## config.mk

```make
export PLATFORM = sky130hd
export DESIGN_NAME = module_ctrl_registro
export DESIGN_NICKNAME = d
export VERILOG_FILES = /design/src/rtl/module_ctrl_registro.sv
export SDC_FILE = /design/constraint.sdc
export NUM_CORES = 1
export LEC_CHECK = 0
export CAP_MARGIN = 20
export CORE_MARGIN = 4
export CORE_UTILIZATION = 40
export DETAILED_ROUTE_END_ITERATION = 16
export GPL_TIMING_DRIVEN = 0
export HOLD_SLACK_MARGIN = 0.02
export PLACE_DENSITY = 0.73
export SYNTH_ARGS = -nofsm -noshare
export SYNTH_HDL_FRONTEND = slang
export SYNTH_SLANG_ARGS = --single-unit
```

## constraint.sdc

```tcl
create_clock -name clk -period 2.7 [get_ports clk]
set_clock_uncertainty 0.2 [all_clocks]
set_input_delay 0.675 -clock clk [delete_from_list [all_inputs] [get_ports clk]]
set_output_delay 0.675 -clock clk [all_outputs]
set_load 0.05 [all_outputs]
```

## src/rtl/module_ctrl_registro.sv

```systemverilog
`default_nettype none
// ============================================================================
// module_ctrl_registro : round-robin req/ack write controller for a CE register
// Revision: 1.0
// ============================================================================
module module_ctrl_registro #(
    parameter int N_REQ = 3,
    parameter int WIDTH = 4,
    parameter int CNT_W = 8
) (
    input  logic                   clk,
    input  logic                   rst,
    input  logic [N_REQ-1:0]       req_i,
    input  logic [N_REQ*WIDTH-1:0] data_i,
    output logic [N_REQ-1:0]       ack_o,
    output logic [N_REQ-1:0]       grant_o,
    output logic [WIDTH-1:0]       dp_d_o,
    output logic                   dp_ce_o,
    output logic                   busy_o,
    output logic [CNT_W-1:0]       wr_count_o
);

    localparam int PTR_W = (N_REQ > 1) ? $clog2(N_REQ) : 1;

    typedef enum logic [1:0] {
        IDLE    = 2'd0,
        LOAD    = 2'd1,
        ACK     = 2'd2,
        RELEASE = 2'd3
    } state_t;

    state_t             state_q;
    logic [N_REQ-1:0]   grant_q;
    logic [N_REQ-1:0]   ack_q;
    logic               ce_q;
    logic               busy_q;
    logic [WIDTH-1:0]   dp_q;
    logic [CNT_W-1:0]   cnt_q;
    logic [PTR_W-1:0]   rr_ptr_q;

    logic               found_d;
    logic [PTR_W-1:0]   gidx_d;
    logic [WIDTH-1:0]   data_d;

    // Search starts just past the last granted index so every requester gets a turn.
    always_comb begin
        found_d = 1'b0;
        gidx_d  = '0;
        for (int i = 1; i <= N_REQ; i++) begin
            if (!found_d && req_i[(int'(rr_ptr_q) + i) % N_REQ]) begin
                found_d = 1'b1;
                gidx_d  = PTR_W'((int'(rr_ptr_q) + i) % N_REQ);
            end
        end
        data_d = data_i[int'(gidx_d)*WIDTH +: WIDTH];
    end

    // rr_ptr_q doubles as the index of the current owner while a transfer runs.
    always_ff @(posedge clk) begin
        if (rst) begin
            state_q  <= IDLE;
            grant_q  <= '0;
            ack_q    <= '0;
            ce_q     <= 1'b0;
            busy_q   <= 1'b0;
            dp_q     <= '0;
            cnt_q    <= '0;
            rr_ptr_q <= PTR_W'(N_REQ - 1);
        end else begin
            ce_q  <= 1'b0;
            ack_q <= '0;
            case (state_q)
                IDLE: begin
                    if (found_d) begin
                        grant_q  <= {{(N_REQ-1){1'b0}}, 1'b1} << gidx_d;
                        dp_q     <= data_d;
                        rr_ptr_q <= gidx_d;
                        ce_q     <= 1'b1;
                        busy_q   <= 1'b1;
                        state_q  <= LOAD;
                    end
                end
                LOAD: begin
                    ack_q   <= grant_q;
                    state_q <= ACK;
                end
                ACK: begin
                    cnt_q   <= cnt_q + 1'b1;
                    state_q <= RELEASE;
                end
                RELEASE: begin
                    if (!req_i[rr_ptr_q]) begin
                        grant_q <= '0;
                        busy_q  <= 1'b0;
                        state_q <= IDLE;
                    end
                end
                default: state_q <= IDLE;
            endcase
        end
    end

    assign ack_o      = ack_q;
    assign grant_o    = grant_q;
    assign dp_d_o     = dp_q;
    assign dp_ce_o    = ce_q;
    assign busy_o     = busy_q;
    assign wr_count_o = cnt_q;

endmodule
`default_nettype wire

```

# Word level (Yosys, flattened, before mapping)
# Index checks and enable logic that the tools add are counted.
# W data, S select, Z words.
dict set report word_totals {
  regBits 24
  input_bits 17
  elab_cells 66
}
dict set report classes {
  n_addsub 4
  n_div 3
  order_cmp 4
  eq_ne 5
  n_shift 2
  muxes 27
  bitwise_logic 2
  n_reduce_logical 11
}
# cell n
set ops {}
lappend ops {{$lt A32 B4 Y1 const B} 3}
lappend ops {{$mod A32 B3 Y32 const B} 3}
lappend ops {{$mux W1} 13}
lappend ops {{$shiftx A12 B5 Y4} 1}
lappend ops {{$mux W2} 5}
lappend ops {{$add A8 B1 Y8 const B} 1}
lappend ops {{$bmux W1 S2} 4}
lappend ops {{$pmux W2 S4} 1}
lappend ops {{$add A2 B2 Y3 const B} 2}
lappend ops {{$mux W3} 2}
lappend ops {{$pmux W3 S2} 1}
lappend ops {{$eq A2 B2 Y1 const B} 2}
lappend ops {{$ne A2 B2 Y1 const B} 2}
lappend ops {{$reduce_and A2 Y1} 2}
lappend ops {{$reduce_or A2 Y1} 2}
lappend ops {{$add A2 B1 Y3 const B} 1}
lappend ops {{$lt A2 B3 Y1 const B} 1}
lappend ops {{$reduce_and A3 Y1} 1}
lappend ops {{$shl A1 B2 Y3 const A} 1}
lappend ops {{$eq A2 B1 Y1 const B} 1}
lappend ops {{$logic_and A1 B1 Y1} 2}
lappend ops {{$logic_not A1 Y1} 2}
lappend ops {{$logic_not A2 Y1} 1}
lappend ops {{$not A1 Y1} 2}
lappend ops {{other kinds (2)} 2}

# Depth between registers and ports, before layout
dict set report depth {
  depth_word 15
  ltp_mapped 8
  mapped_depth_nobuf 7
}

# Worst setup path before layout
# OpenSTA, ideal clock, no wires.
dict set report synth_path {
  path_type {reg2reg}
  from {register rr_ptr_q[0]}
  to {register grant_q[0], in the netlist grant_o[0]}
  arrival_ns 1.916
  required_ns 2.383
  path_slack_ns 0.466
  stages_incl_launch_ff 8
  path_buffers 0
  cell_sequence {dfxtp_1 -> inv_1 -> ha_1 -> and3b_2 -> a21o_4 -> o31ai_4 -> nor3_2 -> a32o_1}
}
dict set report synth_via {
  elab_chain_cells 15
  elab_cells_between_ends 33
  cone_classes {3 x add/sub; 3 x div; 2 x eq/ne; 1 x shift; 19 x mux; 5 x reduce/logical}
}
# item line
set synth_rtl {}
lappend synth_rtl {{from (decl)} 39} ;# logic [PTR_W-1:0] rr_ptr_q;
lappend synth_rtl {{from (signal assigned)} 68} ;# rr_ptr_q <= PTR_W'(N_REQ - 1);
lappend synth_rtl {{from (signal assigned)} 77} ;# rr_ptr_q <= gidx_d;
lappend synth_rtl {{$add A2 B1 Y3} {50, 52}}
lappend synth_rtl {{$mod A32 B3 Y32} {50, 52}}
lappend synth_rtl {{$bmux W1 S2} 50} ;# if (!found_d && req_i[(int'(rr_ptr_q) + i) % N_REQ]) begin
lappend synth_rtl {{$mux W1 (not written as such) (2 in a row)} 50}
lappend synth_rtl {{$mux W1} 50}
lappend synth_rtl {{$logic_not A1 Y1} 50}
lappend synth_rtl {{$logic_and A1 B1 Y1} 50}
lappend synth_rtl {{$mux W1} 50}
lappend synth_rtl {{$logic_not A1 Y1} 50}
lappend synth_rtl {{$logic_and A1 B1 Y1} 50}
lappend synth_rtl {{$mux W2} 50}
lappend synth_rtl {{$shl A1 B2 Y3} 75} ;# grant_q <= {{(N_REQ-1){1'b0}}, 1'b1} << gidx_d;
lappend synth_rtl {{$mux W3} 74} ;# if (found_d) begin
lappend synth_rtl {{$pmux W3 S2} 72} ;# case (state_q)
lappend synth_rtl {{to (signal assigned)} 75}
lappend synth_rtl {{to (decl)} 33} ;# logic [N_REQ-1:0] grant_q;
# Parallel ways exist; a longest one is shown, timed or not. The select of a mux whose other input is x is not followed.
# A chain may end at the register's enable or synchronous reset.

# Final worst setup path
dict set report layout_path {
  from {register rr_ptr_q[0]}
  to {register dp_q[0], in the netlist dp_d_o[0]}
}
dict set report layout_via {
  elab_chain_cells 13
  elab_cells_between_ends 27
  cone_classes {3 x add/sub; 3 x div; 1 x shift; 15 x mux; 5 x reduce/logical}
}
# item line
set layout_rtl {}
lappend layout_rtl {{$add A2 B1 Y3} {50, 52}}
lappend layout_rtl {{$mod A32 B3 Y32} {50, 52}}
lappend layout_rtl {{$bmux W1 S2} 50}
lappend layout_rtl {{$mux W1 (not written as such) (2 in a row)} 50}
lappend layout_rtl {{$mux W1} 50}
lappend layout_rtl {{$logic_not A1 Y1} 50}
lappend layout_rtl {{$logic_and A1 B1 Y1} 50}
lappend layout_rtl {{$mux W1} 50}
lappend layout_rtl {{$logic_not A1 Y1} 50}
lappend layout_rtl {{$logic_and A1 B1 Y1} 50}
lappend layout_rtl {{$mux W2 or $mux W1 (tied branches)} 50}
lappend layout_rtl {{$shiftx A12 B5 Y4 or $reduce_and A2 Y1 (tied branches)} --}
lappend layout_rtl {{to (signal assigned)} 76} ;# dp_q <= data_d;
lappend layout_rtl {{to (decl)} 37} ;# logic [WIDTH-1:0] dp_q;
# Parallel ways exist; a longest one is shown, timed or not. The select of a mux whose other input is x is not followed.

==> results.md <==
- Outcome: complete, no violations
- Share of cells above drive strength 1: 11.2%
- Fraction of registers with async set/reset: 0%
- Sequential-to-total area share from yosys stat: 34.1%
- Syn Nets: 175
- Switching Power: 953 uW
- Logic gate share of total power: 62.1%
- Initial antenna violation count: 0
- Cell internal pwr: 1.09 mW
- Pwr/cell area: 1080 nW/um^2
- Total gr overflow: 0
- Root Buffer: clkbuf_4
- Post-DRT Antenna Nets: 0
- Synth Warn #: 0
- Pleak: 0.744 nW
- DRC Markers: 0
- Wire per inst: 14.1 um
- Yosys reg bits: 24
- Final hold vios: 0
- Max VDD drop: 515 uV
- DP Area: 1830 um^2
- Top_reg_cell synth: dfxtp_1
- CP Launch Type: register
- Rows: 21
- Critical Path RT: 2.74 ns
- TritonCTS Buffers: 3
- Sum Neg Setup Slack: 0 ns
- Cells along the critical path: inv_1, ha_1, inv_2, a221oi_1, a211oi_4, and3b_1, o31ai_1
- Clk buf depth: 2
- Most frequent cells in the layout: clkdlybuf4s50_1 (36), dfxtp_1 (24), inv_1 (11), nor2_1 (10), ha_1 (10)
- GP Congestion: 0.839
- Final setup viols: 0
- Worst Tran Pin Value: 0.523 ns
- Clk_lat worst skew: 0.32 ns
- Most common cell after layout, fill and taps aside: clkdlybuf4s50_1
- Slowest-stage cell, CP: a221oi_1
- Detailed placer's ending HPWL: 2600 um
- Crit. End Element: register
- WS Path Type: register to register
- H-tree depth: 1
- Hold Path Class: register to register
- Tcrit/Tclk final: 93.0%
- Area of the multi-input gates: 881 um^2
- DRT Pass-1 Iters: 4
- Netlist Area Pre-Place: 1410 um^2
- IO buf count: 36
- DIE AREA: 4540 um^2
- Initial DRC count: 42
- Antenna cells: 0
- First-pass GRT wire length: 5610 um
- Vias in the first global route: 1,235
- CP max FO: 9
- Max frequency: 398 MHz
- # fillers: 334
- Total power: 2.04 mW
- Post-synth cell types: 51
- Syn_area_per_cell: 9.52 um^2
- Worst EP arrival: 2.55 ns
- Clk pwr share: 13.0%
- Sink Count: 24
- Register Area: 480 um^2
- Post-Route WL: 3300 um
- Post-layout net count: 216
- Hold-fix buffers at CTS: 0
- Reg power frac: 24.9%
- CTS tree: built
- Die height: 67.3 um
- Post-Syn Instances: 148
- IO Count: 37
- Post-CTS Setup Bufs: 0
- Core area: 3360 um^2
- Unrepaired setup endpoints after global routing: no
- Sw Ratio: 46.6%
- Initial Util: 41.9%
- Max Cap Viol: 0
- Design Area, Final: 1890 um^2
- Total GRT Usage: 16.0%
- Number of flops mapped to enable cells by yosys: 0
- Chip Width: 67.3 um
- Routed via count: 1,251
- Crit-path max cell delay: 0.48 ns
- Clock input transition at the sequential cells of the worst setup and hold paths: 0.14 ns
- Slew headroom: 65.0%
- Via-to-Cell Ratio: 5.35
- Max-slew violations: 0
- Min Tclk post-route: 2.51 ns
- Largest net degree at the start of global routing: 15
- P&R area growth vs syn: 34.4%
-- cells in the mapped netlist, types with 2 or more instances --
master / instances / area (um^2)
inv_1: 11 / 41.3
and2_1: 3 / 18.8
o21ai_2: 2 / 17.5
and3_1: 2 / 12.5
o21a_1: 2 / 15.0
mux2i_1: 5 / 50.1
and3b_1: 4 / 35.0
nand2_1: 6 / 22.5
nor2_1: 10 / 37.5
o31ai_1: 4 / 30.0
nor3_2: 2 / 20.0
nand3b_1: 2 / 15.0
clkbuf_1: 2 / 7.51
o211ai_1: 5 / 37.5
xor2_1: 4 / 35.0
nand3_1: 5 / 25.0
o21ai_0: 2 / 10.0
nand4_1: 3 / 18.8
nand2b_1: 2 / 12.5
a21oi_1: 5 / 25.0
dfxtp_1: 24 / 480
ha_1: 10 / 125
nor3b_1: 4 / 30.0
or3_1: 2 / 12.5
-- power groups by stage --
stage          logic [mW]  registers (mW)  clock network (mW)
2_1_floorplan       0.749           0.696                   0
3_3_place_gp         1.20           0.512                   0
3_5_place_dp         1.24           0.518                   0
4_1_cts              1.24           0.511               0.273
5_1_grt              1.38           0.524               0.282
6_report             1.27           0.509               0.267
-- routing by layer --
| metal | up-vias | track usage [%] | share of wire, % |
|---|---|---|---|
| met4 | 0 | 5.32 | 1.3 |
| met5 | - | 0 | 0 |
| li1 | 627 | - | - |
| met1 | 582 | 19.6 | 44 |
| met2 | 37 | 27.5 | 50 |
| met3 | 5 | 3.49 | 4.8 |
-- stage by stage --
stage,setup WS (ns),cells,hold WS [ns],utilization (%)
CTS,0.131,234,0.290,55.9
global placement,-0.0907,230,0.244,54.3
floorplan,0.466,148,0.268,-
finish,0.189,234,0.284,56.3
global route,0.0328,234,0.317,56.3
detailed placement,-0.123,230,0.259,54.3
-- worst paths after layout --
path / cells after the start / slack (ns) / from / to
max reg2reg: 7 / 0.19 / rr_ptr_q[0] / dp_d_o[0]
max: 7 / 0.19 / rr_ptr_q[0] / dp_d_o[0]
min: 1 / 0.28 / busy_o / busy_o
min reg2reg: 1 / 0.28 / busy_o / busy_o
-- layout make-up --
cell class | instances | area share (%)
multi-input cells | 108 | 46.5
flip-flops and latches | 24 | 25.4
repair buffers | 36 | 19.0
well taps | 46 | 3.04
inverters | 12 | 2.38
clock inverters | 1 | 1.59
clock buffers | 3 | 1.19
plain buffers | 4 | 0.859
-- sequential cells by signal, indices dropped and copies added (netlist names) --
register,flops
wr_count_o,8
dp_d_o,4
ack_o,3
grant_o,3
rr_ptr_q,2
state_q,2
busy_o,1
dp_ce_o,1
-- critical path, delay by kind of cell, from the launching register on --
family / cells / cell delay [ns]
DFF: 1 / 0.45
adders and majority gates: 1 / 0.44
buffers and inverters: 2 / 0.22
and+or+nand+nor: 1 / 0.20
AOI/OAI and AO/OA: 3 / 0.92
-- repair_timing --
action | 4_1_cts | 5_1_grt
hold endpoints to repair | 0 | 0
resized for setup | 0 | 2
endpoints found under the setup margin | 0 | 4
-- cells by family (layout without fill, tap and decap cells) --
family | Yosys count | in the layout | share of synthesized area, %
mux | 6 | 6 | 4.62
fa+ha+maj | 10 | 10 | 8.88
compound gates | 37 | 37 | 23.5
buf+inv | 16 | 56 | 4.35
flops | 24 | 24 | 34.1
simple gates | 50 | 50 | 21.4
xor+xnor | 5 | 5 | 3.11
(Power assumes the default switching activity.)
